==> src/rtl/hazard_ctrl.sv <==
// Pipeline hazard controller: forwarding selects, load-use/branch/mul-div stalls, exception flushes (optional macro HAZARD_FWD_W2D_EN adds W->D forwarding).
// Outputs are combinational from inputs and state (no added latency); a mul/div holds F/D/E for N-1 cycles so it occupies E for exactly N cycles.
module hazard_ctrl #(
    parameter int RA_W       = 5,
    parameter int DIV_CYCLES = 36,
    parameter int MUL_CYCLES = 2
) (
    input  logic            clk,
    input  logic            rst,
    input  logic [RA_W-1:0] rsD,
    input  logic [RA_W-1:0] rtD,
    input  logic            branchD,
    input  logic [RA_W-1:0] rsE,
    input  logic [RA_W-1:0] rtE,
    input  logic [RA_W-1:0] writeregE,
    input  logic            regwriteE,
    input  logic            memtoregE,
    input  logic [RA_W-1:0] writeregM,
    input  logic            regwriteM,
    input  logic            memtoregM,
    input  logic [RA_W-1:0] writeregW,
    input  logic            regwriteW,
    input  logic            mdstartE,
    input  logic            mdopE,
    input  logic            exceptM,
    output logic [1:0]      forwardaD,
    output logic [1:0]      forwardbD,
    output logic [1:0]      forwardaE,
    output logic [1:0]      forwardbE,
    output logic            stallF,
    output logic            stallD,
    output logic            stallE,
    output logic            flushD,
    output logic            flushE,
    output logic            flushM,
    output logic            flushW,
    output logic            mdbusy
);

    localparam int MAXC  = (DIV_CYCLES > MUL_CYCLES) ? DIV_CYCLES : MUL_CYCLES;
    localparam int CNT_W = (MAXC > 1) ? $clog2(MAXC) : 1;

    // Counter holds the number of BUSY cycles still to come after the current one.
    localparam logic [CNT_W-1:0] DIV_LOAD = (DIV_CYCLES >= 3) ? CNT_W'(DIV_CYCLES - 3) : '0;
    localparam logic [CNT_W-1:0] MUL_LOAD = (MUL_CYCLES >= 3) ? CNT_W'(MUL_CYCLES - 3) : '0;
    localparam logic DIV_LONG = (DIV_CYCLES >= 2);
    localparam logic MUL_LONG = (MUL_CYCLES >= 2);
    localparam logic DIV_TWO  = (DIV_CYCLES == 2);
    localparam logic MUL_TWO  = (MUL_CYCLES == 2);

    typedef enum logic [1:0] {IDLE, BUSY, DONE} state_t;

    state_t           state_q;
    logic [CNT_W-1:0] cnt_q;

    logic md_long, md_two, md_go, mdstall;
    logic lwstall, brstall;

    function automatic logic [1:0] fwd_sel(
        input logic [RA_W-1:0] src,
        input logic [RA_W-1:0] m_reg,
        input logic            m_we,
        input logic [RA_W-1:0] w_reg,
        input logic            w_we
    );
        if (src != '0 && m_we && src == m_reg) begin
            return 2'b10;
        end else if (src != '0 && w_we && src == w_reg) begin
            return 2'b01;
        end
        return 2'b00;
    endfunction

    assign md_long = mdopE ? DIV_LONG : MUL_LONG;
    assign md_two  = mdopE ? DIV_TWO  : MUL_TWO;
    assign md_go   = (state_q == IDLE) && mdstartE && md_long;
    assign mdstall = md_go || (state_q == BUSY);

    assign lwstall = memtoregE && writeregE != '0 &&
                     (writeregE == rsD || writeregE == rtD);
    assign brstall = branchD &&
                     ((regwriteE && writeregE != '0 && (writeregE == rsD || writeregE == rtD)) ||
                      (memtoregM && writeregM != '0 && (writeregM == rsD || writeregM == rtD)));

    // A two-cycle op skips BUSY: DONE alone masks the still-held mdstartE.
    always_ff @(posedge clk) begin
        if (rst || exceptM) begin
            state_q <= IDLE;
            cnt_q   <= '0;
        end else begin
            case (state_q)
                IDLE: begin
                    if (md_go) begin
                        if (md_two) begin
                            state_q <= DONE;
                        end else begin
                            state_q <= BUSY;
                            cnt_q   <= mdopE ? DIV_LOAD : MUL_LOAD;
                        end
                    end
                end
                BUSY: begin
                    if (cnt_q == '0) begin
                        state_q <= DONE;
                    end else begin
                        cnt_q <= cnt_q - CNT_W'(1);
                    end
                end
                DONE:    state_q <= IDLE;
                default: state_q <= IDLE;
            endcase
        end
    end

    always_comb begin
        forwardaE = 2'b00;
        forwardbE = 2'b00;
        forwardaD = 2'b00;
        forwardbD = 2'b00;
        stallF    = 1'b0;
        stallD    = 1'b0;
        stallE    = 1'b0;
        flushD    = 1'b0;
        flushE    = 1'b0;
        flushM    = 1'b0;
        flushW    = 1'b0;
        mdbusy    = 1'b0;
        if (rst) begin
            flushD = 1'b1;
            flushE = 1'b1;
            flushM = 1'b1;
            flushW = 1'b1;
        end else begin
            forwardaE = fwd_sel(rsE, writeregM, regwriteM, writeregW, regwriteW);
            forwardbE = fwd_sel(rtE, writeregM, regwriteM, writeregW, regwriteW);
`ifdef HAZARD_FWD_W2D_EN
            forwardaD = fwd_sel(rsD, writeregM, regwriteM, writeregW, regwriteW);
            forwardbD = fwd_sel(rtD, writeregM, regwriteM, writeregW, regwriteW);
`else
            forwardaD = fwd_sel(rsD, writeregM, regwriteM, writeregW, 1'b0);
            forwardbD = fwd_sel(rtD, writeregM, regwriteM, writeregW, 1'b0);
`endif
            mdbusy = (state_q == BUSY);
            if (exceptM) begin
                flushD = 1'b1;
                flushE = 1'b1;
                flushM = 1'b1;
                flushW = 1'b1;
            end else if (mdstall) begin
                stallF = 1'b1;
                stallD = 1'b1;
                stallE = 1'b1;
                flushM = 1'b1;
            end else if (lwstall || brstall) begin
                stallF = 1'b1;
                stallD = 1'b1;
                flushE = 1'b1;
            end
        end
    end

endmodule
==> config.mk <==
export PLATFORM = sky130hd
export DESIGN_NAME = hazard_ctrl
export DESIGN_NICKNAME = d
export VERILOG_FILES = /design/src/rtl/hazard_ctrl.sv
export SDC_FILE = /design/constraint.sdc
export NUM_CORES = 1
export LEC_CHECK = 0
export BUFFER_PORTS_ARGS = -buffer_cell sky130_fd_sc_hd__buf_2
export CORE_MARGIN = 2
export CORE_UTILIZATION = 47
export DETAILED_ROUTE_END_ITERATION = 8
export HOLD_SLACK_MARGIN = 0.03
export PLACE_DENSITY = 0.88
export REMOVE_ABC_BUFFERS = 1
export SKIP_LAST_GASP = 1
export SLEW_MARGIN = 25
export SYNTH_ARGS = -nofsm -noshare
export SYNTH_HDL_FRONTEND = slang
export SYNTH_SLANG_ARGS = --single-unit
==> constraint.sdc <==
create_clock -name clk -period 4.1 [get_ports clk]
set_input_delay 0.82 -clock clk [delete_from_list [all_inputs] [get_ports clk]]
set_output_delay 0.82 -clock clk [all_outputs]
set_load 0.01 [all_outputs]
==> results of run 1 <==
-- how the worst max path moves through the flow --
stage               slack [ps]      endpoint    from  cells past startpoint
finish                    1190        stallD     rst                      6
global route              1070  forwardaE[0]  rsE[1]                      6
CTS                       1180  forwardaE[0]  rsE[1]                      6
detailed placement        1180  forwardaE[0]  rsE[1]                      6
global placement          1210        stallF     rst                      6
floorplan                 1320  forwardaE[0]  rsE[1]                      4
-- critical path, cell delays in order --
cell      delay, ps
buf_2           150
nor2_1          300
inv_1           200
or2_2           350
o211ai_1        100
buf_2           160
-- state kept, by name (all words and copies together), names as in the netlist --
register,cells
state_q,2
cnt_q,6
-- per-stage QoR --
step	total power [uW]	instance area, sq um	util, %	std cells	hold slack, ps
after floorplan	148.1	1025	-	137	433.9
after global placement	197.9	1355	61.85	224	454.4
after detailed placement	200.5	1355	61.85	224	479.0
after CTS	259.2	1378	62.88	227	483.0
after global routing	275.9	1378	62.88	227	508.8
final	257.1	1378	62.88	227	473.9
-- layout by cell type, fill, tap and decap left out --
master / n
or4_1: 6
nor2b_1: 3
inv_1: 5
o22ai_1: 1
nor4bb_1: 2
a31oi_1: 1
conb_1: 2
buf_2: 59
nor3_1: 7
o211ai_1: 3
o31ai_1: 1
nand2b_1: 1
o21bai_1: 1
a32oi_1: 1
dfxtp_1: 8
clkbuf_4: 3
ha_1: 2
xnor2_1: 32
nand2_1: 6
or2_2: 1
a21oi_1: 3
o2111ai_1: 2
and3_1: 1
nor4_1: 5
nand3_1: 7
o21ai_0: 1
xor2_1: 11
a21oi_2: 1
nand4_1: 4
o21ai_2: 1
nor2_1: 17
a211oi_1: 1
-- power by group --
group	internal, uW	switching (uW)
Clock	33.3	24.5
Combinational	56.1	59.5
Sequential	80.7	2.94
-- logic make-up (layout without fill, tap and decap cells) --
family / Yosys count / count (layout) / share of synthesized area (%)
AO/OA/AOI/OAI: 17 / 17 / 11.29
XOR/XNOR: 43 / 43 / 35.04
adder cells (fa/ha/maj): 2 / 2 / 2.328
buffers and inverters: 15 / 67 / 6.752
flip-flops: 8 / 8 / 14.90
other: 1 / 2 / 0.3489
AND/OR/NAND/NOR: 60 / 60 / 29.34
-- routing by layer --
metal / GRT usage (%) / vias to the layer above
li1: - / 613
met1: 23.33 / 555
met2: 41.35 / 42
met3: 2.874 / 3
met4: 6.140 / 0
met5: 0 / -
-- final cells by class --
type / instances / area share (%)
flip-flops and latches: 8 / 11.63
well taps: 28 / 2.543
clock buffers: 3 / 1.635
inverters: 5 / 1.362
multi-input cells: 124 / 61.40
repair buffers: 59 / 21.44
==> flow_summary.toml, run 1 <==
[sta]
setup_ws_ps = 1191
slew_violations = 0
fin_crit_ps = 2909
setup_tns_ps = 0
clock.fmax_mhz = 343.8
final_hold_viol_count = 0
rsz0062_at_grt = "false"
clock_skew_ps = 1.210
setup_viol = 0
fin_crit_sh_pct = 70.94

[clocking]
post-cts-setup-buffer-count = 0
clkLatencyLatePin_ps = 250
clock_sinks = 8
hold_buffers = 0
ctsRootBufferMaster = "clkbuf_4"
htreeDepth = 1
cts_tree = "done"
cts.reportedPaths.clkPinSlew_ps = 50
ctsResizeCount = 0
cts_buffer_depth = 2
numCtsBuffers = 3

[pwr]
ir_worst_vdd_uv = 185.4
p_leak_uw = 0.0005712
p_per_area_nw_per_um2 = 186.6

[synth]
synthCells = 146
ys_top_cells_by_count = "xnor2_1, nor2_1, xor2_1, dfxtp_1"
synth_area_per_cell_sq_um = 7.362
synth_area_leader_cell = "xnor2_1"
synth_most_common_cell = "xnor2_1"
synthesis.area_sq_um = 1075
synth_cell_types = 33
synth_edf_count = 0
yosys_register_bits = 8
yosys-top-cells-area = "xnor2_1, dfxtp_1, xor2_1, nor2_1, or4_1"
synth_top_area_share_pct = 26.08
synthArstFlopShare_pct = 0
ys.flop_type = "dfxtp_1"
yosysSeqAreaShare_pct = 14.90
yosys_warnings = 0

[placed_design]
preCtsSetupSlack_ps = 1179
gp_congestion = 0.8075
portBuffers = 59
hpwlAfterDp_mm = 2.355

[layout]
nFillCells = 200
nets = 249
area_growth_pct = 28.17
seq_area_sq_um = 160.2
multi_input_area_sq_um = 845.8
diodes = 0
drive_above_1_share_pct = 32.66

[global_route]
track_usage_pct = 21.24
antenna_found_initial = 0
grt_remaining_overflow = 0
grt_pass1_vias = 1117
grt_pass1_wl_mm = 4.422
grt_max_degree = 9

[flow_run]
cap_violations = 0

[route]
wl_met3_microns = 183
drc = 0
via_per_inst = 5.344
wl_met1_mm = 1.161
highest_layer = "met4"
wl_per_cell_microns = 12.25
totalWireLength_mm = 2.781
met2_length_mm = 1.412
ant_nets = 0
drt_pass1_iterations = 4
vias = 1213
drtIter0Drc = 20

[status]
outcome = "completed"

[setup_path]
crit_required_ps = 3280
cp_max_fo = 8
crit_type = "input pin to output port"
setup.reg_to_reg.worst_slack_ps = 2340
endpoint_kind = "output port"
r2r-end = "cnt_q[5]"
reg2reg_depth = 6
cp.arrival_ps = 2090
worstReg2RegStart = "cnt_q[0]"
critPathLaunchType = "input pin"

[floorplan]
start_util_pct = 49.06
fp.dieW_microns = 51.82
core_sq_um = 2191
dieArea_sq_um = 2685
fp-row-count = 17
die_h_microns = 51.82
io_pins = 62

[min_path]
min_path_type = "flip-flop to flip-flop"
min-delay-start = "state_q[1]"
hold_end = "state_q[1]"
min_path_cells = 1
Power figures use the tool's default switching activity.
==> inputs of run 2 (changes only) <==
--- a/config.mk
+++ b/config.mk
@@ -7,10 +7,10 @@
 export LEC_CHECK = 0
 export BUFFER_PORTS_ARGS = -buffer_cell sky130_fd_sc_hd__buf_2
 export CORE_MARGIN = 2
-export CORE_UTILIZATION = 47
+export CORE_UTILIZATION = 40
 export DETAILED_ROUTE_END_ITERATION = 8
 export HOLD_SLACK_MARGIN = 0.03
-export PLACE_DENSITY = 0.88
+export PLACE_DENSITY = 0.8
 export REMOVE_ABC_BUFFERS = 1
 export SKIP_LAST_GASP = 1
 export SLEW_MARGIN = 25
==> constraint.sdc (replaced) <==
create_clock -name clk -period 2.4 [get_ports clk]
set_input_delay 0.48 -clock clk [delete_from_list [all_inputs] [get_ports clk]]
set_output_delay 0.48 -clock clk [all_outputs]
set_load 0.01 [all_outputs]
==> flow_summary.toml, run 2 (synthesis results as in run 1) <==
[placed_design]
preCtsSetupSlack_ps = 143.4
hpwlAfterDp_mm = 2.389
gp_congestion = 0.9143
portBuffers = 59
placed_area_sq_um = 1365

[floorplan]
io_pins = 62
fp.dieW_microns = 55.84
fp-row-count = 18
die_h_microns = 55.84
dieArea_sq_um = 3118
core_sq_um = 2522
start_util_pct = 42.61

[layout]
largest_reg_flops = 6
diodes = 0
nets = 250
fin_util_pct = 55.01
final_cell_mix = "buf_2, xnor2_1, nor2_1"
drive_above_1_share_pct = 33.00
finalInstanceArea_sq_um = 1388
area_growth_pct = 29.10
regMostFlops = "cnt_q"
layout_commonest_cell = "buf_2"
reg.largest.list = "cnt_q (6), state_q (2)"

[min_path]
hold_end = "state_q[1]"
min-delay-start = "state_q[1]"
min_path_cells = 1
min_path_type = "flip-flop to flip-flop"

[clocking]
ctsRootBufferMaster = "clkbuf_4"
cts_tree = "done"
clock_sinks = 8
cts.reportedPaths.clkPinSlew_ps = 60
numCtsBuffers = 3
clkLatencyLatePin_ps = 260
htreeDepth = 1
cts_buffer_depth = 2
hold_buffers = 0

[route]
ant_nets = 0
drt_pass1_iterations = 4
wl_met1_mm = 1.245
met2_length_mm = 1.284
drtIter0Drc = 47
vias = 1202
wl_per_cell_microns = 12.31
drc = 0
totalWireLength_mm = 2.831
wl_met3_microns = 263
via_per_inst = 5.226
highest_layer = "met4"

[global_route]
grt_pass1_wl_mm = 4.857
grt_pass1_vias = 1170
track_usage_pct = 18.59
antenna_found_initial = 0
grt_remaining_overflow = 0
grt_max_degree = 9

[sta]
clock.fmax_mhz = 453.1
final_hold_viol_count = 0
setup_tns_ps = 0
fin_crit_sh_pct = 91.96
slew_violations = 0
setup_viol = 0
fin_crit_ps = 2207
rsz0062_at_grt = "false"
clock_skew_ps = 3.386
setup_ws_ps = 193.0

[setup_path]
cp.arrival_ps = 1730
worstReg2RegStart = "cnt_q[0]"
crit_required_ps = 1920
endpoint_kind = "output port"
r2r-end = "cnt_q[5]"
cp_max_fo = 3
critPathLaunchType = "input pin"
crit_type = "input pin to output port"
setup.reg_to_reg.worst_slack_ps = 640
reg2reg_depth = 6

[pwr]
power_uw = 445.2
ir_worst_vdd_uv = 292.0
p_leak_uw = 0.0005762
p_per_area_nw_per_um2 = 320.8

[flow_run]
cap_violations = 0

[status]
outcome = "completed"
## run 2: metrics by stage
step                      instances  hold slack [ps]
after CTS                       230            474.2
after floorplan                 137            433.9
final                           230            472.5
after global placement          227            452.5
after detailed placement        227            463.5
after global routing            230            493.1
## run 2: layout make-up
class | instances | area (sq um)
flip-flops and latches | 8 | 160.2
multi-input cells | 124 | 845.8
fillers | 255 | 1135
well taps | 30 | 37.54
repair buffers | 60 | 302.8
inverters | 5 | 18.77
clock buffers | 3 | 22.52
## run 2: worst max path at each step
stage,start,endpoint,slack [ps]
2_1_floorplan,rsE[1],forwardaE[0],300
3_3_place_gp,rtE[1],forwardbE[0],200
3_5_place_dp,rsE[1],forwardaE[0],140
4_1_cts,rsE[1],forwardaE[0],140
5_1_grt,rsE[1],forwardaE[0],50
6_report,rtE[1],forwardbE[0],190
## run 2: power by group
group,total (uW),switching (uW),internal [uW]
registers,143,5.07,138
logic,198,101,96.9
clock network,105,47.6,57.4
## run 2: what timing repair did
item / CTS / global route
buffers inserted: 0 / 0
endpoints found under the setup margin: 0 / 1
gates resized for setup: 0 / 0
## run 2: layer usage
metal  global-route usage [%]  vias up
li1                         -      613
met5                        0        -
met2                    30.95       52
met3                    3.488        4
met4                    6.803        0
met1                    23.81      533
## run 2: worst max-delay path, cell delays in order
cell    delay (ps)
buf_2          120
or4_1          510
nor2_1         130
nor4_1          80
nor4_1         240
buf_2          170
==> inputs of run 3 (changes only) <==
--- a/config.mk
+++ b/config.mk
@@ -9,6 +9,7 @@
 export CORE_MARGIN = 2
 export CORE_UTILIZATION = 40
 export DETAILED_ROUTE_END_ITERATION = 8
+export GPL_TIMING_DRIVEN = 0
 export HOLD_SLACK_MARGIN = 0.03
 export PLACE_DENSITY = 0.8
 export REMOVE_ABC_BUFFERS = 1
==> flow_summary.toml, run 3 (synthesis results as in run 1) <==
[status]
outcome = "completed"

[placed_design]
hpwlAfterDp_mm = 2.286
gp_congestion = 0.8849
portBuffers = 59

[clocking]
clock_sinks = 8
ctsRootBufferMaster = "clkbuf_4"
cts.reportedPaths.clkPinSlew_ps = 50
cts_tree = "done"
numCtsBuffers = 3
clkLatencyLatePin_ps = 260
htreeDepth = 1
cts_buffer_depth = 2

[route]
vias = 1192
wl_per_cell_microns = 12.08
totalWireLength_mm = 2.767
drc = 0
drtIter0Drc = 78
ant_nets = 0
drt_pass1_iterations = 4
via_per_inst = 5.205

[sta]
setup_tns_ps = 0
fin_crit_ps = 2298
slew_violations = 0
setup_viol = 0
timing.hold.ws_ps = 468.6
final_hold_viol_count = 0
fin_crit_sh_pct = 95.75
clock_skew_ps = 0.8595
clock.fmax_mhz = 435.2

[pwr]
p_per_area_nw_per_um2 = 320.3
seq_power_share_pct = 32.2
power_switching_share_pct = 34.40
p_int_uw = 291.0
netSwitchingPower_uw = 152.6
ir_worst_vdd_uv = 274.0
combPwrFrac_pct = 44.4
clockPowerShare_pct = 23.5
p_leak_uw = 0.0005708

[setup_path]
crit_type = "input pin to output port"
cpMaxStageDelayCell = "or4_1"
setup.reg_to_reg.worst_slack_ps = 640
endpoint_kind = "output port"
r2r-end = "cnt_q[5]"
worstReg2RegStart = "cnt_q[0]"
critPathLaunchType = "input pin"
reg2reg_depth = 6
cp.arrival_ps = 1820
critPathBufInv = 2
critPathLaunch = "rtE[1]"
cp.depth = 6
cp-endpoint = "forwardbE[0]"
path_delay_family = "simple AND/OR/NAND/NOR gates"
cp_max_fo = 3
path_cells = "buf_2 > or4_1 > nor2_2 > nor4_1 > nor4_1 > buf_2"
slowest_delay_ps = 560
crit_required_ps = 1920

[layout]
final_cell_mix = "buf_2, xnor2_1, nor2_1"
reg.largest.list = "cnt_q (6), state_q (2)"
multi_input_area_sq_um = 850.8
area_growth_pct = 28.87
nets = 249
seq_area_sq_um = 160.2
largest_reg_flops = 6
layout_commonest_cell = "buf_2"
regMostFlops = "cnt_q"
nFillCells = 264
diodes = 0
drive_above_1_share_pct = 33.67

[floorplan]
core_sq_um = 2522
io_pins = 62
fp.dieW_microns = 55.84
dieArea_sq_um = 3118
fp-row-count = 18
start_util_pct = 42.61
die_h_microns = 55.84

[global_route]
grt_pass1_wl_mm = 4.409
grt_max_degree = 9
grt_remaining_overflow = 0
antenna_found_initial = 0
grt_pass1_vias = 1065
track_usage_pct = 16.99

[min_path]
min_path_type = "flip-flop to flip-flop"

[flow_run]
cap_violations = 0
## run 3: per-stage QoR
step	area (sq um)	total power (uW)	instances	worst slack [ps]	util [%]
floorplan	1025	253.0	137	300.5	-
global placement	1358	338.3	226	121.3	53.82
detailed placement	1358	340.6	226	99.17	53.82
CTS	1380	446.6	229	98.53	54.71
global route	1385	472.9	229	-14.22	54.91
finish	1385	443.7	229	102.0	54.91
## run 3: what timing repair did
item | CTS | global route
hold buffers | 0 | 0
setup buffers | 0 | 0
endpoints found under the hold margin | 0 | 0
setup endpoints to repair | 0 | 3
gates resized for setup | 0 | 2
## run 3: area by class of cell
type | count | area share, %
Sequential cell | 8 | 11.56
Timing Repair Buffer | 59 | 21.32
Tap cell | 30 | 2.710
Clock buffer | 3 | 1.626
Multi-Input combinational cell | 124 | 61.43
Inverter | 5 | 1.355
## run 3: how the worst min path moves through the flow
stage                     slack [ps]  cells after the start    endpoint  startpoint
final                            470                      1  state_q[1]  state_q[1]
after detailed placement         470                      1  state_q[1]  state_q[1]
after floorplan                  430                      1  state_q[1]  state_q[1]
after CTS                        480                      1  state_q[1]  state_q[1]
after global placement           460                      1  state_q[1]  state_q[1]
after global routing             500                      1  state_q[1]  state_q[1]
## run 3: worst register-to-register path: cells and delay by family (launching register included)
| kind | cells | cell delay (ps) |
|---|---|---|
| AO/OA/AOI/OAI | 3 | 610 |
| adder cells (fa/ha/maj) | 1 | 220 |
| buffers and inverters | 1 | 80 |
| flip-flops | 1 | 380 |
| AND/OR/NAND/NOR | 1 | 400 |
## run 3: power groups by stage
stage / logic (uW) / registers [uW] / clock network, uW
after floorplan: 109 / 144 / 0
after global placement: 193 / 145 / 0
after detailed placement: 195 / 145 / 0
after CTS: 196 / 142 / 108
after global routing: 217 / 143 / 113
final: 197 / 143 / 104
## run 3: layer usage
metal | wire, microns | global-route usage (%) | up-vias
met4 | 0 | 3.061 | 0
li1 | - | - | 609
met1 | 1248 | 21.27 | 530
met2 | 1278 | 29.25 | 53
met3 | 241 | 4.884 | 0
met5 | 0 | 0 | -
